**src/rtl/sfm_pkg.sv**
```systemverilog
// Shared types for the softmax engine: command bit positions, datapath
// control/flag bundles, controller state encoding and stream request layout.
package sfm_pkg;

  // Bit positions inside the COMMANDS register
  localparam int CMD_ACC_ONLY = 0;
  localparam int CMD_DIV_ONLY = 1;
  localparam int CMD_PARTIAL  = 2;

  // Default widths of the streamer interface
  localparam int SFM_ADDR_W = 32;
  localparam int SFM_LEN_W  = 32;

  typedef enum logic [3:0] {
    ST_IDLE     = 4'd0,
    ST_CLEAR    = 4'd1,
    ST_ACC_REQ  = 4'd2,
    ST_ACC_RUN  = 4'd3,
    ST_ACC_FIN  = 4'd4,
    ST_ACC_WAIT = 4'd5,
    ST_DIV_REQ  = 4'd6,
    ST_DIV_RUN  = 4'd7,
    ST_DIV_WAIT = 4'd8,
    ST_DONE     = 4'd9
  } ctrl_state_t;

  typedef struct packed {
    logic datapath_busy;
    logic reducing;
  } datapath_flags_t;

  typedef struct packed {
    logic acc_finished;
  } accumulator_ctrl_t;

  typedef struct packed {
    logic              clear_regs;
    accumulator_ctrl_t accumulator_ctrl;
    logic              dividing;
    logic              disable_max;
  } datapath_ctrl_t;

  // Stream request as seen by the streamer at the default widths
  typedef struct packed {
    logic [SFM_ADDR_W-1:0] rd_addr;
    logic [SFM_ADDR_W-1:0] wr_addr;
    logic [SFM_LEN_W-1:0]  len;
    logic                  write;
  } stream_req_t;

endpackage

```
**src/rtl/sfm_ctrl_fsm.sv**
```systemverilog
// Softmax job controller: latches the job registers on start, sequences the
// accumulate and divide passes through the streamer and reports completion.
//
//  state    | meaning
//  ---------+-----------------------------------------------------------
//  IDLE     | waiting for start; all outputs low
//  CLEAR    | one-cycle clear of the accumulator registers
//  ACC_REQ  | read request (accumulate pass) presented, held until ready
//  ACC_RUN  | read stream in flight, waiting for strm_done
//  ACC_FIN  | one-cycle acc_finished strobe to the accumulator
//  ACC_WAIT | waiting for the reduction/datapath to go idle
//  DIV_REQ  | write request (divide pass) presented, held until ready
//  DIV_RUN  | divide stream in flight, waiting for strm_done
//  DIV_WAIT | waiting for the datapath to drain the last results
//  DONE     | one-cycle done pulse
module sfm_ctrl_fsm
  import sfm_pkg::*;
#(
  parameter int ADDR_W = SFM_ADDR_W,
  parameter int LEN_W  = SFM_LEN_W
) (
  input  logic            clk_i,
  input  logic            rst_ni,
  input  logic            clear_i,
  input  logic            start_i,
  input  logic [ADDR_W-1:0] in_addr_i,
  input  logic [ADDR_W-1:0] out_addr_i,
  input  logic [LEN_W-1:0]  tot_len_i,
  input  logic [31:0]       commands_i,
  output logic              strm_valid_o,
  input  logic              strm_ready_i,
  output logic [ADDR_W-1:0] strm_rd_addr_o,
  output logic [ADDR_W-1:0] strm_wr_addr_o,
  output logic [LEN_W-1:0]  strm_len_o,
  output logic              strm_write_o,
  input  logic              strm_done_i,
  input  datapath_flags_t   dp_flags_i,
  output datapath_ctrl_t    dp_ctrl_o,
  output logic              busy_o,
  output logic              done_o
);

  ctrl_state_t       r_state;
  ctrl_state_t       w_state_nxt;
  logic [ADDR_W-1:0] r_in_addr;
  logic [ADDR_W-1:0] r_out_addr;
  logic [LEN_W-1:0]  r_tot_len;
  logic              r_acc_only;
  logic              r_div_only;
  logic              r_partial;

  logic w_start;
  logic w_in_acc;
  logic w_acc_partial;
  logic w_div;
  logic w_req_valid;
  logic w_dp_idle;
  logic w_unused_cmd;

  // Only the three mode bits of COMMANDS matter to this block
  assign w_unused_cmd = ^commands_i[31:3];

  assign w_start  = start_i && (r_state == ST_IDLE);
  // ACC_ONLY overrides DIV_ONLY when both are set
  assign w_in_acc = !commands_i[CMD_DIV_ONLY] || commands_i[CMD_ACC_ONLY];

  assign w_acc_partial = r_partial;
  assign w_div         = !r_acc_only;
  assign w_dp_idle     = !dp_flags_i.reducing && !dp_flags_i.datapath_busy;

  // State register
  always_ff @(posedge clk_i or negedge rst_ni) begin
    if (!rst_ni) r_state <= ST_IDLE;
    else         r_state <= w_state_nxt;
  end

  // Job fields are captured only on an accepted start; soft clear zeroes them
  always_ff @(posedge clk_i or negedge rst_ni) begin
    if (!rst_ni) begin
      r_in_addr  <= '0;
      r_out_addr <= '0;
      r_tot_len  <= '0;
      r_acc_only <= 1'b0;
      r_div_only <= 1'b0;
      r_partial  <= 1'b0;
    end else if (clear_i) begin
      r_in_addr  <= '0;
      r_out_addr <= '0;
      r_tot_len  <= '0;
      r_acc_only <= 1'b0;
      r_div_only <= 1'b0;
      r_partial  <= 1'b0;
    end else if (w_start) begin
      r_in_addr  <= in_addr_i;
      r_out_addr <= out_addr_i;
      r_tot_len  <= tot_len_i;
      r_acc_only <= commands_i[CMD_ACC_ONLY];
      r_div_only <= commands_i[CMD_DIV_ONLY];
      r_partial  <= commands_i[CMD_PARTIAL];
    end
  end

  // Next-state decode; soft clear overrides everything
  always_comb begin
    w_state_nxt = r_state;
    if (clear_i) begin
      w_state_nxt = ST_IDLE;
    end else begin
      case (r_state)
        ST_IDLE: begin
          if (start_i) begin
            if (tot_len_i == '0)                            w_state_nxt = ST_DONE;
            else if (w_in_acc && !commands_i[CMD_PARTIAL])  w_state_nxt = ST_CLEAR;
            else if (w_in_acc)                              w_state_nxt = ST_ACC_REQ;
            else                                            w_state_nxt = ST_DIV_REQ;
          end
        end
        ST_CLEAR:    w_state_nxt = ST_ACC_REQ;
        ST_ACC_REQ:  if (strm_ready_i) w_state_nxt = ST_ACC_RUN;
        ST_ACC_RUN:  if (strm_done_i)  w_state_nxt = w_acc_partial ? ST_ACC_WAIT : ST_ACC_FIN;
        ST_ACC_FIN:  w_state_nxt = ST_ACC_WAIT;
        ST_ACC_WAIT: if (w_dp_idle)    w_state_nxt = w_div ? ST_DIV_REQ : ST_DONE;
        ST_DIV_REQ:  if (strm_ready_i) w_state_nxt = ST_DIV_RUN;
        ST_DIV_RUN:  if (strm_done_i)  w_state_nxt = ST_DIV_WAIT;
        ST_DIV_WAIT: if (!dp_flags_i.datapath_busy) w_state_nxt = ST_DONE;
        ST_DONE:     w_state_nxt = ST_IDLE;
        default:     w_state_nxt = ST_IDLE;
      endcase
    end
  end

  // Moore outputs: decoded purely from the registered state
  always_comb begin
    w_req_valid   = 1'b0;
    strm_write_o  = 1'b0;
    dp_ctrl_o     = '0;
    done_o        = 1'b0;
    case (r_state)
      ST_CLEAR:    dp_ctrl_o.clear_regs = 1'b1;
      ST_ACC_REQ:  w_req_valid = 1'b1;
      ST_ACC_FIN:  dp_ctrl_o.accumulator_ctrl.acc_finished = 1'b1;
      ST_DIV_REQ: begin
        w_req_valid           = 1'b1;
        strm_write_o          = 1'b1;
        dp_ctrl_o.dividing    = 1'b1;
        dp_ctrl_o.disable_max = 1'b1;
      end
      ST_DIV_RUN, ST_DIV_WAIT: begin
        dp_ctrl_o.dividing    = 1'b1;
        dp_ctrl_o.disable_max = 1'b1;
      end
      ST_DONE:     done_o = 1'b1;
      default:     ;
    endcase
  end

  // Request fields are zero whenever no request is presented
  assign strm_valid_o   = w_req_valid;
  assign strm_rd_addr_o = w_req_valid ? r_in_addr  : '0;
  assign strm_wr_addr_o = w_req_valid ? r_out_addr : '0;
  assign strm_len_o     = w_req_valid ? r_tot_len  : '0;
  assign busy_o         = (r_state != ST_IDLE);

  // DIV_ONLY only matters through the start-cycle mode decode; kept for visibility
  logic w_unused_div_only;
  assign w_unused_div_only = r_div_only;

endmodule

```
**config.mk**
```make
export PLATFORM = sky130hd
export DESIGN_NAME = sfm_ctrl_fsm
export DESIGN_NICKNAME = d
export VERILOG_FILES = /design/src/rtl/sfm_pkg.sv /design/src/rtl/sfm_ctrl_fsm.sv
export SDC_FILE = /design/constraint.sdc
export NUM_CORES = 1
export LEC_CHECK = 0
export BUFFER_PORTS_ARGS = -buffer_cell sky130_fd_sc_hd__buf_4
export CORE_ASPECT_RATIO = 0.5
export CORE_UTILIZATION = 47
export CTS_CLUSTER_DIAMETER = 60
export DETAILED_ROUTE_END_ITERATION = 6
export HOLD_SLACK_MARGIN = 0.03
export PLACE_DENSITY = 0.9
export REMOVE_ABC_BUFFERS = 1
export SLEW_MARGIN = 0
export SYNTH_ARGS = -nofsm -noshare
export SYNTH_HDL_FRONTEND = slang
export SYNTH_SLANG_ARGS = --single-unit
```
**constraint.sdc**
```tcl
create_clock -name clk_i -period 2 [get_ports clk_i]
set_clock_uncertainty 0.15 [all_clocks]
set_input_delay 0 -clock clk_i [delete_from_list [all_inputs] [get_ports clk_i]]
set_output_delay 0 -clock clk_i [all_outputs]
set_load 0.05 [all_outputs]
```
==> metrics.md <==
| Metric | Value |
|---|---|
| Total power | `9.11 mW` |
| DR iter-0 viols | `716` |
| Type of the tightest min-delay check | `input pin to register` |
| Synth warn | `0` |
| Critical Path Start Type | `register` |
| DR WL/cell | `21.3 µm` |
| Initial antenna violation count | `0` |
| Critical Path RT | `2.05 ns` |
| Initial DRT Pass Iterations | `6` |
| Yosys reg bits | `102` |
| Slew at the pin closest to its max-slew limit | `0.690 ns` |
| Clock tree sinks | `102` |
| Antenna-violating nets left | `0` |
| Mapped Cells | `614` |
| First-pass GRT wire length | `29,100 µm` |
| Crit path max fanout | `43` |
| Number of global-route vias before repair | `5,997` |
| CTS tree | `built` |
| Layout cells sized above 1 | `28.8%` |
| Pre-CTS setup slack | `0.101 ns` |
| Total GRT Usage | `34.1%` |
| Clock period minus worst slack | `2.13 ns` |
| Clock tree buffer depth | `2` |
| Final Setup Violations | `2` |
| Critical path type | `register to register` |
| Starting Density | `48.8%` |
| Worst slew margin | `54.0%` |
| Pleak | `4.03 nW` |
| Max-cap violation count | `0` |
| P&R area growth vs syn | `68.0%` |
| H-tree depth | `3` |
| Mean post-synth cell area | `8.20 µm²` |
| Cell Rows | `26` |
| Die height | `75.2 µm` |
| Diodes inserted | `0` |
| Post-route setup slack | `-0.126 ns` |
| Final worst path period share | `106%` |
| TritonCTS Buffers | `9` |
| Synthesized cell area | `0.00504 mm²` |
| DP HPWL | `9670 µm` |
| Port bufs | `210` |
| Die area | `0.0112 mm²` |
| WP data arrival | `2.18 ns` |
| Fin Hold WS | `0.0405 ns` |
| Hold Vio Cnt, Final | `0` |
| Remaining DRCs | `0` |
| Outcome | `finished, violations left` |
| Achievable Freq | `470 MHz` |
| Clock root buffer | `clkbuf_16` |
| Max-slew violations | `0` |
| Maximum VDD drop | `0.946 mV` |
| Avg Vias per Cell | `5.93` |
| Placer Congestion | `0.865` |
| Worst-Skew Late Latency | `0.35 ns` |
| Failing checks | `negative setup slack` |
| Core area | `0.0103 mm²` |
| Critical Path Sink Type | `register` |
| Io pins | `240` |
| Yosys cell types | `34` |
| Largest net degree at the start of global routing | `93` |
| Final WL | `22,600 µm` |
| Commonest non-fill, non-tap cell in the layout | `nand2_1` |
| Nets | `1,052` |
| Via count | `6,297` |
| Post-synthesis sequential area ratio | `50.7%` |
| Most frequent cells in the layout | `nand2_1, buf_4, dlygate4sd3_1` |
| Die Width | `148 µm` |
| Pwr dens | `1080 mW/mm²` |
| Clock-pin transition on the worst setup and hold timing paths | `0.07 ns` |
| GR Overflow Total | `0` |
==> layer usage <==
metal	up-vias	part of all wire (%)	track usage (%)
met2	553	47	61.2
met1	2927	35	36.4
met3	226	9.2	7.64
met4	0	9.5	27.5
met5	-	0	0
li1	2591	-	-
==> Yosys cell counts <==
cell,number,area (µm²)
buf_4,2,15.0
a211oi_1,2,15.0
or3_1,1,6.26
nand2b_1,4,25.0
o21ai_0,5,25.0
inv_2,2,7.51
o211a_1,2,20.0
clkbuf_2,1,5.00
a21oi_1,103,515
nand3_1,2,10.0
nand2_2,1,6.26
o31ai_1,3,22.5
nor2_1,10,37.5
clkbuf_1,35,131
dfrtp_1,102,2550
nand4_1,2,12.5
a211o_1,1,8.76
and3_1,1,6.26
or3_4,1,11.3
buf_6,3,33.8
nor2b_1,3,18.8
a21o_1,1,7.51
nand3b_1,1,7.51
and2_1,96,601
nor4_1,9,56.3
o32ai_1,1,8.76
a22oi_1,1,7.51
mux2i_1,2,20.0
buf_2,7,35.0
nor4bb_1,1,10.0
nor3_1,4,20.0
inv_1,2,7.51
nor2_4,1,11.3
nand2_1,202,758
==> area by class of cell <==
class	count	area, µm²
Tap cell	140	175
Sequential cell	102	2550
Clock inverter	5	58.8
Fill cell	524	1850
Inverter	4	15.0
Clock buffer	11	243
Timing Repair Buffer	339	3130
Multi-Input combinational cell	460	2290
==> sequential cells by signal, summed over array words and instances, names as in the netlist <==
name / cells
r_acc_only: 1
r_partial: 1
r_in_addr: 32
r_out_addr: 32
r_tot_len: 32
r_state: 4
==> logic make-up (layout without fill, tap and decap cells) <==
group / after synthesis / in the layout / share of synthesized area [%]
buf+inv: 52 / 359 / 4.67
compound gates: 119 / 119 / 12.5
flops: 102 / 102 / 50.7
simple gates: 339 / 339 / 31.7
mux: 2 / 2 / 0.398
==> power breakdown <==
part	internal [mW]	total, mW	switching (mW)
sequential	2.51	2.84	0.323
combinational	1.63	4.45	2.81
clock	1.01	1.82	0.817
total	5.15	9.11	3.95
==> worst max-delay path, cell delays in order (launching register included) <==
cell and delay (ns):
dfrtp_2 0.46, or3_4 0.42, nor2_4 0.15, nand2_4 0.07, buf_4 0.28, nand2_1 0.29, a21oi_1 0.15
==> metrics by stage <==
stage	area, µm²	utilization [%]	std cells	setup TNS (ns)
floorplan	4820	-	566	-286.93
global placement	6790	65.8	930	0
detailed placement	6790	65.8	930	0
CTS	8200	79.5	1052	0
global route	8460	82.0	1061	-0.765
finish	8460	82.0	1061	-0.237
==> path summary, 6_finish.rpt <==
kind                            slack (ns)                   endpoint                       from  depth (start not counted)
worst min register to register        0.37  r_in_addr[14]$_DFFE_PN0P_  r_in_addr[14]$_DFFE_PN0P_                          2
max in group asynchronous             0.95  r_out_addr[1]$_DFFE_PN0P_                     rst_ni                          3
worst max register to register       -0.13   r_tot_len[7]$_DFFE_PN0P_     r_state[0]$_DFFE_PN0P_                          6
worst max-delay path                 -0.13   r_tot_len[7]$_DFFE_PN0P_     r_state[0]$_DFFE_PN0P_                          6
worst min-delay path                  0.04      r_partial$_DFFE_PN0P_                    start_i                          5
min in group asynchronous             0.10   r_in_addr[1]$_DFFE_PN0P_                     rst_ni                          2
==> repair_timing <==
action	4_1_cts	5_1_grt
endpoints found under the hold margin	193	0
pin swaps	1	1
hold buffers	104	0
endpoints found under the setup margin	60	100
cloned	1	3
setup buffers	1	6
gates resized for setup	8	37
(Power assumes the default switching activity.)
